**config.mk**
```make
export PLATFORM = sky130hd
export DESIGN_NAME = arp_rx_multi
export DESIGN_NICKNAME = d
export VERILOG_FILES = /design/src/rtl/arp_rx_multi.sv
export SDC_FILE = /design/constraint.sdc
export NUM_CORES = 1
export LEC_CHECK = 0
export BUFFER_PORTS_ARGS = -buffer_cell sky130_fd_sc_hd__buf_2
export CAP_MARGIN = 20
export CORE_MARGIN = 5
export CORE_UTILIZATION = 50
export DETAILED_ROUTE_END_ITERATION = 12
export PLACE_DENSITY = 0.66
export SYNTH_ARGS = -nofsm -noshare
export SYNTH_HDL_FRONTEND = slang
export SYNTH_SLANG_ARGS = --single-unit
```
**constraint.sdc**
```tcl
create_clock -name clk -period 6 [get_ports clk]
set_input_delay 0.6 -clock clk [delete_from_list [all_inputs] [get_ports clk]]
set_output_delay 0.6 -clock clk [all_outputs]
set_load 0.1 [all_outputs]
```
**src/rtl/arp_rx_multi.sv**
```systemverilog
// GMII-side ARP receiver: preamble/Ethernet/ARP parse, multi-IP target match, gratuitous/conflict detect.
// Optional 802.1Q single-tag support when ARP_RX_VLAN_EN is defined.
module arp_rx_multi #(
  parameter logic [47:0]          BOARD_MAC     = 48'h00_11_22_33_44_55,
  parameter int                   NUM_IP        = 4,
  parameter logic [32*NUM_IP-1:0] BOARD_IP_LIST = {NUM_IP{8'd192, 8'd168, 8'd1, 8'd10}},
  parameter bit                   CHECK_HDR     = 1'b1
) (
  input  logic        clk,
  input  logic        rst,
  input  logic        gmii_rx_dv,
  input  logic [7:0]  gmii_rxd,
  output logic        arp_rx_done,
  output logic        arp_rx_type,
  output logic        arp_rx_grat,
  output logic        arp_ip_conflict,
  output logic [3:0]  ip_hit_idx,
  output logic [47:0] src_mac,
  output logic [31:0] src_ip,
  output logic [15:0] drop_cnt,
  output logic [2:0]  state_dbg
);

`ifdef ARP_RX_VLAN_EN
  localparam bit VLAN_EN = 1'b1;
`else
  localparam bit VLAN_EN = 1'b0;
`endif

  typedef enum logic [2:0] {
    IDLE     = 3'd0,
    PREAMBLE = 3'd1,
    ETH_HEAD = 3'd2,
    VLAN     = 3'd3,
    ARP_DATA = 3'd4,
    RX_END   = 3'd5
  } state_t;

  state_t      state, state_n;
  logic [4:0]  cnt;
  logic [39:0] sh;
  logic        hdr_ok, hdr_ok_n;
  logic [15:0] oper_q;
  logic [47:0] sha_q;
  logic [31:0] spa_q;
  logic [23:0] tpa_q;
  logic [7:0]  hdr_exp;
  logic [47:0] da;
  logic [15:0] etype;
  logic [31:0] tpa_full;
  logic        tpa_hit, spa_hit, grat, oper_ok, accept, last_byte, drop_evt;
  logic [3:0]  tpa_idx, spa_idx;

  assign state_dbg = state;
  // sh holds the most recent bytes, so a field is complete the cycle its last byte arrives
  assign da        = {sh, gmii_rxd};
  assign etype     = {sh[7:0], gmii_rxd};
  assign tpa_full  = {tpa_q, gmii_rxd};
  assign grat      = (spa_q == tpa_full);
  assign oper_ok   = (oper_q == 16'd1) || (oper_q == 16'd2);
  assign accept    = (hdr_ok || !CHECK_HDR) && oper_ok && (tpa_hit || grat);
  assign last_byte = (state == ARP_DATA) && gmii_rx_dv && (cnt == 5'd27);
  assign drop_evt  = (last_byte && !accept) || ((state == ARP_DATA) && !gmii_rx_dv);

  always_comb begin
    hdr_exp = 8'h00;
    case (cnt)
      5'd1:    hdr_exp = 8'h01;
      5'd2:    hdr_exp = 8'h08;
      5'd4:    hdr_exp = 8'h06;
      5'd5:    hdr_exp = 8'h04;
      default: hdr_exp = 8'h00;
    endcase
    hdr_ok_n = ((cnt == 5'd0) ? 1'b1 : hdr_ok) && (gmii_rxd == hdr_exp);
  end

  // Descending scan so the lowest matching index is the one left standing
  always_comb begin
    tpa_hit = 1'b0;
    tpa_idx = 4'd0;
    spa_hit = 1'b0;
    spa_idx = 4'd0;
    for (int i = NUM_IP - 1; i >= 0; i--) begin
      if (BOARD_IP_LIST[32*i +: 32] == tpa_full) begin
        tpa_hit = 1'b1;
        tpa_idx = 4'(i);
      end
      if (BOARD_IP_LIST[32*i +: 32] == spa_q) begin
        spa_hit = 1'b1;
        spa_idx = 4'(i);
      end
    end
  end

  always_comb begin
    state_n = state;
    case (state)
      IDLE:
        if (gmii_rx_dv && gmii_rxd == 8'h55) state_n = PREAMBLE;
      PREAMBLE:
        if (!gmii_rx_dv)                             state_n = IDLE;
        else if (gmii_rxd == 8'hD5)                  state_n = ETH_HEAD;
        else if (gmii_rxd == 8'h55 && cnt <= 5'd5)   state_n = PREAMBLE;
        else                                         state_n = RX_END;
      ETH_HEAD:
        if (!gmii_rx_dv) state_n = IDLE;
        else if (cnt == 5'd5 && da != BOARD_MAC && da != 48'hFFFF_FFFF_FFFF) state_n = RX_END;
        else if (cnt == 5'd13) begin
          if (etype == 16'h0806)                  state_n = ARP_DATA;
          else if (VLAN_EN && etype == 16'h8100)  state_n = VLAN;
          else                                    state_n = RX_END;
        end
      VLAN:
        if (!gmii_rx_dv) state_n = IDLE;
        else if (cnt == 5'd3) state_n = (etype == 16'h0806) ? ARP_DATA : RX_END;
      ARP_DATA:
        if (!gmii_rx_dv)        state_n = IDLE;
        else if (cnt == 5'd27)  state_n = RX_END;
      RX_END:
        if (!gmii_rx_dv) state_n = IDLE;
      default: state_n = IDLE;
    endcase
  end

  always_ff @(posedge clk) begin
    if (rst) begin
      state <= RX_END;
      cnt   <= 5'd0;
    end else begin
      state <= state_n;
      if (state_n != state)
        cnt <= 5'd0;
      else if (gmii_rx_dv && (state == PREAMBLE || state == ETH_HEAD ||
                              state == VLAN || state == ARP_DATA))
        cnt <= cnt + 5'd1;
    end
  end

  always_ff @(posedge clk) begin
    if (rst) begin
      sh              <= '0;
      hdr_ok          <= 1'b0;
      oper_q          <= '0;
      sha_q           <= '0;
      spa_q           <= '0;
      tpa_q           <= '0;
      arp_rx_done     <= 1'b0;
      arp_rx_type     <= 1'b0;
      arp_rx_grat     <= 1'b0;
      arp_ip_conflict <= 1'b0;
      ip_hit_idx      <= 4'd0;
      src_mac         <= '0;
      src_ip          <= '0;
      drop_cnt        <= '0;
    end else begin
      arp_rx_done     <= 1'b0;
      arp_ip_conflict <= 1'b0;
      if (gmii_rx_dv) sh <= {sh[31:0], gmii_rxd};
      if (state == ARP_DATA && gmii_rx_dv) begin
        if (cnt <= 5'd5)                  hdr_ok <= hdr_ok_n;
        if (cnt == 5'd6 || cnt == 5'd7)   oper_q <= {oper_q[7:0], gmii_rxd};
        if (cnt >= 5'd8 && cnt <= 5'd13)  sha_q  <= {sha_q[39:0], gmii_rxd};
        if (cnt >= 5'd14 && cnt <= 5'd17) spa_q  <= {spa_q[23:0], gmii_rxd};
        if (cnt >= 5'd24 && cnt <= 5'd26) tpa_q  <= {tpa_q[15:0], gmii_rxd};
      end
      if (last_byte && accept) begin
        arp_rx_done     <= 1'b1;
        arp_rx_type     <= oper_q[1];
        arp_rx_grat     <= grat;
        arp_ip_conflict <= grat && spa_hit;
        ip_hit_idx      <= grat ? (spa_hit ? spa_idx : 4'd0) : tpa_idx;
        src_mac         <= sha_q;
        src_ip          <= spa_q;
      end
      if (drop_evt && drop_cnt != 16'hFFFF) drop_cnt <= drop_cnt + 16'd1;
    end
  end

endmodule

```
# ---- Yosys cells after proc, flatten, opt, wreduce, memory -nomap -nowiden
# Cells that the tools add are included.
dict set report classes {
  n_addsub 2
  n_lt_le_gt_ge 7
  n_eq_ne 27
  mux 19
  bitwise_logic 1
  reduce_logical 36
}
# cell n
set ops {}
lappend ops {{32-bit == test, first input constant} 2}
lappend ops {{48-bit by 37-bit != test with 1-bit output, second input constant} 1}
lappend ops {{48-bit != test, second input constant} 1}
lappend ops {{3-bit 2-to-1 mux} 12}
lappend ops {{32-bit == test} 1}
lappend ops {{5-bit by 3-bit == test with 1-bit output, second input constant} 4}
lappend ops {{1-bit logical AND} 18}
lappend ops {{3-bit one-hot mux with 6 select lines} 1}
lappend ops {{16-bit by 1-bit adder with 16-bit output, second input constant} 1}
lappend ops {{16-bit by 1-bit == test with 1-bit output, second input constant} 1}
lappend ops {{16-bit by 12-bit == test with 1-bit output, second input constant} 1}
lappend ops {{16-bit by 2-bit == test with 1-bit output, second input constant} 1}
lappend ops {{16-bit != test, second input constant} 1}
lappend ops {{4-bit one-hot mux with 4 select lines} 1}
lappend ops {{5-bit by 2-bit == test with 1-bit output, second input constant} 2}
lappend ops {{5-bit by 4-bit >= comparator with 1-bit output, second input constant} 2}
lappend ops {{5-bit <= comparator, second input constant} 2}
lappend ops {{2-bit AND reduction} 5}
lappend ops {{8-bit by 7-bit == test with 1-bit output, second input constant} 1}
lappend ops {{8-bit == test} 1}
lappend ops {{8-bit == test, second input constant} 1}
lappend ops {{1-bit logical OR} 7}
lappend ops {{3-bit by 2-bit == test with 1-bit output, second input constant} 2}
lappend ops {{3-bit == test, second input constant} 2}
lappend ops {{other kinds (15)} 21}
dict set report totals {
  register_bits 269
  inputBits 11
  elab_cells 107
}

# ---- Logic depth before layout (Yosys ltp)
dict set report depth {
  ltp_word 8
  mapped_depth 10
}

# ---- Worst setup path after synthesis
# No wires, ideal clock.
dict set report synth_path {
  path_kind {reg-to-reg}
  start {register state[2] (netlist: state_dbg[2])}
  end {register drop_cnt[9]}
  setup_ns 0.121
  t_arrival_ns 2.835
  t_required_ns 5.879
  setup_slack_ns 3.044
  stages_incl_launch_ff 9
  period_less_slack_ns 2.956
  cell_sequence {dfxtp_1 and4bb_2 nand2_1 nor3_4 nand3b_1 o21a_1 buf_2 nor3_1 mux2_2}
}
dict set report synth_via {
  elab_chain_cells 6
  word_cells_on_any_way 7
}
# element line
set synth_lines {}
lappend synth_lines {{start: declaration} 39} ;# state_t state, state_n;
lappend synth_lines {{start signal: assignment} 130} ;# state <= state_n;
lappend synth_lines {{3-bit == test (*)} {62, 63}}
lappend synth_lines {{1-bit logical AND (2 in series)} 62} ;# assign last_byte = (state == ARP_DATA) && gmii_rx_dv && (cnt == 5'd27);
lappend synth_lines {{1-bit logical AND} 63} ;# assign drop_evt = (last_byte && !accept) || ((state == ARP_DATA) && !gmii_rx_dv);
lappend synth_lines {{1-bit logical OR (*)} 63}
lappend synth_lines {{1-bit logical AND (*)} 175} ;# if (drop_evt && drop_cnt != 16'hFFFF) drop_cnt <= drop_cnt + 16'd1;
lappend synth_lines {{end signal: assignment} 175}
lappend synth_lines {{end: declaration} 20} ;# output logic [15:0] drop_cnt,
# Mark *: on every way between the ends. The rest lies on a longest branch, timed or not.
# A chain may end at the register's enable or synchronous reset.

# ---- Final worst setup path
dict set report layout_path {
  start {input port gmii_rx_dv}
  end {register drop_cnt[13]}
}
dict set report layout_via {
  elab_chain_cells 5
  word_cells_on_any_way 7
}
# element line
set layout_lines {}
lappend layout_lines {{start: declaration} 11} ;# input logic gmii_rx_dv,
lappend layout_lines {{1-bit logical AND (2 in series)} 62}
lappend layout_lines {{1-bit logical AND} 63}
lappend layout_lines {{1-bit logical OR (*)} 63}
lappend layout_lines {{1-bit logical AND (*)} 175}
# Marked as above.

==> run metrics <==
Tightest Pin Transition 1.067 ns; Worst-Skew Late Latency 0.53 ns; Synth Flop Type dfxtp_1; Area after DPL 11750 um^2; sequential area share after synthesis 48.41%; core area 21890 um^2; worst vdd ir 216.8 uV; first-pass GRT wire length 42.86 mm; Pre-antenna DRT Iters 5; #FFs+latches synth 269; maximum clock path buffer count 3; Synth top area share 48.41%; final setup vio count 0; Clock transition at path regs 0.06 ns; clk sink count 269; hold buffer count at cts 0; max-slew violations 0; post-cts gate resize count 0; antenna cells 0; syn_area_per_cell 9.081 um^2; drt drc 0; post-CTS setup buffer count 0; kind of critical path in -> reg; vias in the first global route 8019; Final period util 51.47%; routed via count 8746; die area 25330 um^2; Vert. Die Dim 159.2 um; antenna violations before repair 1; Final Hold Viols 0; Die W 159.2 um; Crit Path Max Fanout 49; port bufs 113; Slew headroom 28.85%; CTS H-tree depth 1; number of library cell types mapped by synthesis 58; fill count 2004; Nets 1309; commonest non-fill, non-tap cells in the layout 269 x dfxtp_1, 194 x nor2_1, 174 x mux2i_1, 165 x nand2_1, 112 x buf_2; RSZ-0062 raised after global routing false; CP Data Arrival Time 3.53 ns; PD cells 282.7 nW/um^2; Post-Synthesis Cells 1225; hold crit path type in -> reg; CTS tree done; Area Overhead vs Synth 13.64%; Finished Core Util 57.75%; multi-input logic area 5358 um^2; number of synthesized flops with an enable pin 0; GR Overflow Total 0; drt via density 5.490; Min Clock Period, post-route 3.088 ns; num rows 54; Crit. End Element flop; status completed; Post-Syn Area 11120 um^2; Critical Path Start Type input pin; GRT Total Usage 19.57%; largest net degree at the start of global routing 164; FMAX 0.3238 GHz; DRT antenna net count 0; Routed WL 26.18 mm; MaxCap Viol Count 0; Setup TNS 0 ns; leakage 5.557 nW; design area 12640 um^2; starting density of the core 50.82%; R2R Setup Slk 3.08 ns; Post-synth ARST share 0%; Worst EP required 6.44 ns; Yosys Warn Count 0; Wirelength per Cell 16.44 um; share of layout cells above drive strength 1 13.71%; Post-Route Skew 0.01093 ns; most common cell after layout, fill and taps aside dfxtp_1; DR iter-0 viols 614; estimated wirelength of the detail-placed design 16.92 mm; post-synth top area cell dfxtp_1; largest cells by area after synthesis dfxtp_1 48%, mux2i_1 16%, nor2_1 6.5%; clk root buf clkbuf_16; GP Congestion 0.8681; I/O Pins 118; Sequential Area 5385 um^2; Overall Power 0.003574 W; cts bufs inserted 28
## state kept, by name, summed over array words and instances (netlist names)
signal,cells
sh,40
src_ip,32
spa_q,32
oper_q,16
cnt,5
hdr_ok,1
arp_rx_grat,1
drop_cnt,16
state_dbg,3
arp_rx_done,1
src_mac,48
tpa_q,24
arp_rx_type,1
arp_ip_conflict,1
sha_q,48
## report_power, final
part / leakage [nW] / internal (W) / switching (W)
Combinational: 2.95 / 0.0000329 / 0.0000946
Clock: 0.438 / 0.000956 / 0.000682
Sequential: 2.17 / 0.00179 / 0.0000132
Total: 5.56 / 0.00278 / 0.000790
## Yosys cell counts (3+ instances only)
master,instances
and4b_1,3
nor3b_1,5
nor4_1,25
nand2_1,165
dfxtp_1,269
xor2_1,36
nand3b_1,7
nor2b_1,6
o31ai_1,5
nor4bb_1,3
or3_1,10
o21a_1,4
o21ai_0,12
clkbuf_1,58
a21oi_1,86
ha_1,5
nor3_1,11
nor4b_1,9
buf_1,4
a31oi_1,5
buf_4,4
inv_1,8
or4_1,7
buf_2,19
and3_1,5
xnor2_1,4
mux2i_1,174
nand4_1,30
nand3_1,16
mux2_2,3
o211ai_1,3
nor2_1,194
## worst max-delay path: stages
cell      delay [ns]
buf_2           0.07
buf_4           0.57
and4bb_2        0.42
nand2_1         0.16
nor3_4          0.35
nand3b_1        0.11
o21a_1          0.45
or4_1           0.60
a21oi_1         0.15
## worst paths after layout
check,start,cells past startpoint,endpoint
hold / removal,gmii_rxd[4],3,tpa_q[4]$_SDFFE_PP0P_
hold reg to reg,sha_q[42]$_SDFFE_PP0P_,2,sha_q[42]$_SDFFE_PP0P_
setup reg to reg,state_dbg[0]$_SDFF_PP1_,7,drop_cnt[13]$_SDFFE_PP0P_
setup / recovery,gmii_rx_dv,9,drop_cnt[13]$_SDFFE_PP0P_
## stage by stage
| stage | setup slack [ns] | hold WS [ns] | cells |
|---|---|---|---|
| floorplan | 3.044 | 0.4357 | 1228 |
| global placement | 2.455 | 0.4433 | 1542 |
| detailed placement | 2.376 | 0.4471 | 1542 |
| CTS | 2.921 | 0.4099 | 1592 |
| global route | 2.740 | 0.4450 | 1593 |
| finish | 2.912 | 0.4304 | 1593 |
## layer usage
metal  track usage [%]  routed length (um)  vias up
li1                  -                   -     4350
met1             27.86               12410     4190
met2             31.52               12130      168
met3             2.977                1150       36
met4             4.498                 482        2
met5                 0                   9        -
## kinds of logic (layout without fill, tap and decap cells)
logic type | count (synthesis) | count (layout) | share of synthesized area [%]
AO/OA/AOI/OAI | 129 | 129 | 6.794
XOR/XNOR | 40 | 40 | 3.149
adder cells (fa/ha/maj) | 5 | 5 | 0.5624
buffers and inverters | 94 | 179 | 3.588
flip-flops | 269 | 269 | 48.41
multiplexers | 179 | 179 | 16.23
other | 1 | 4 | 0.03371
AND/OR/NAND/NOR | 508 | 508 | 21.24
## layout make-up
cell class,instances,share of cell area [%]
Timing Repair Buffer,121,5.077
Clock buffer,43,6.631
Multi-Input combinational cell,865,42.38
Sequential cell,269,42.60
Inverter,8,0.2375
Clock inverter,7,0.3068
Tap cell,280,2.771
No activity file was read; power rests on OpenSTA's default activity.
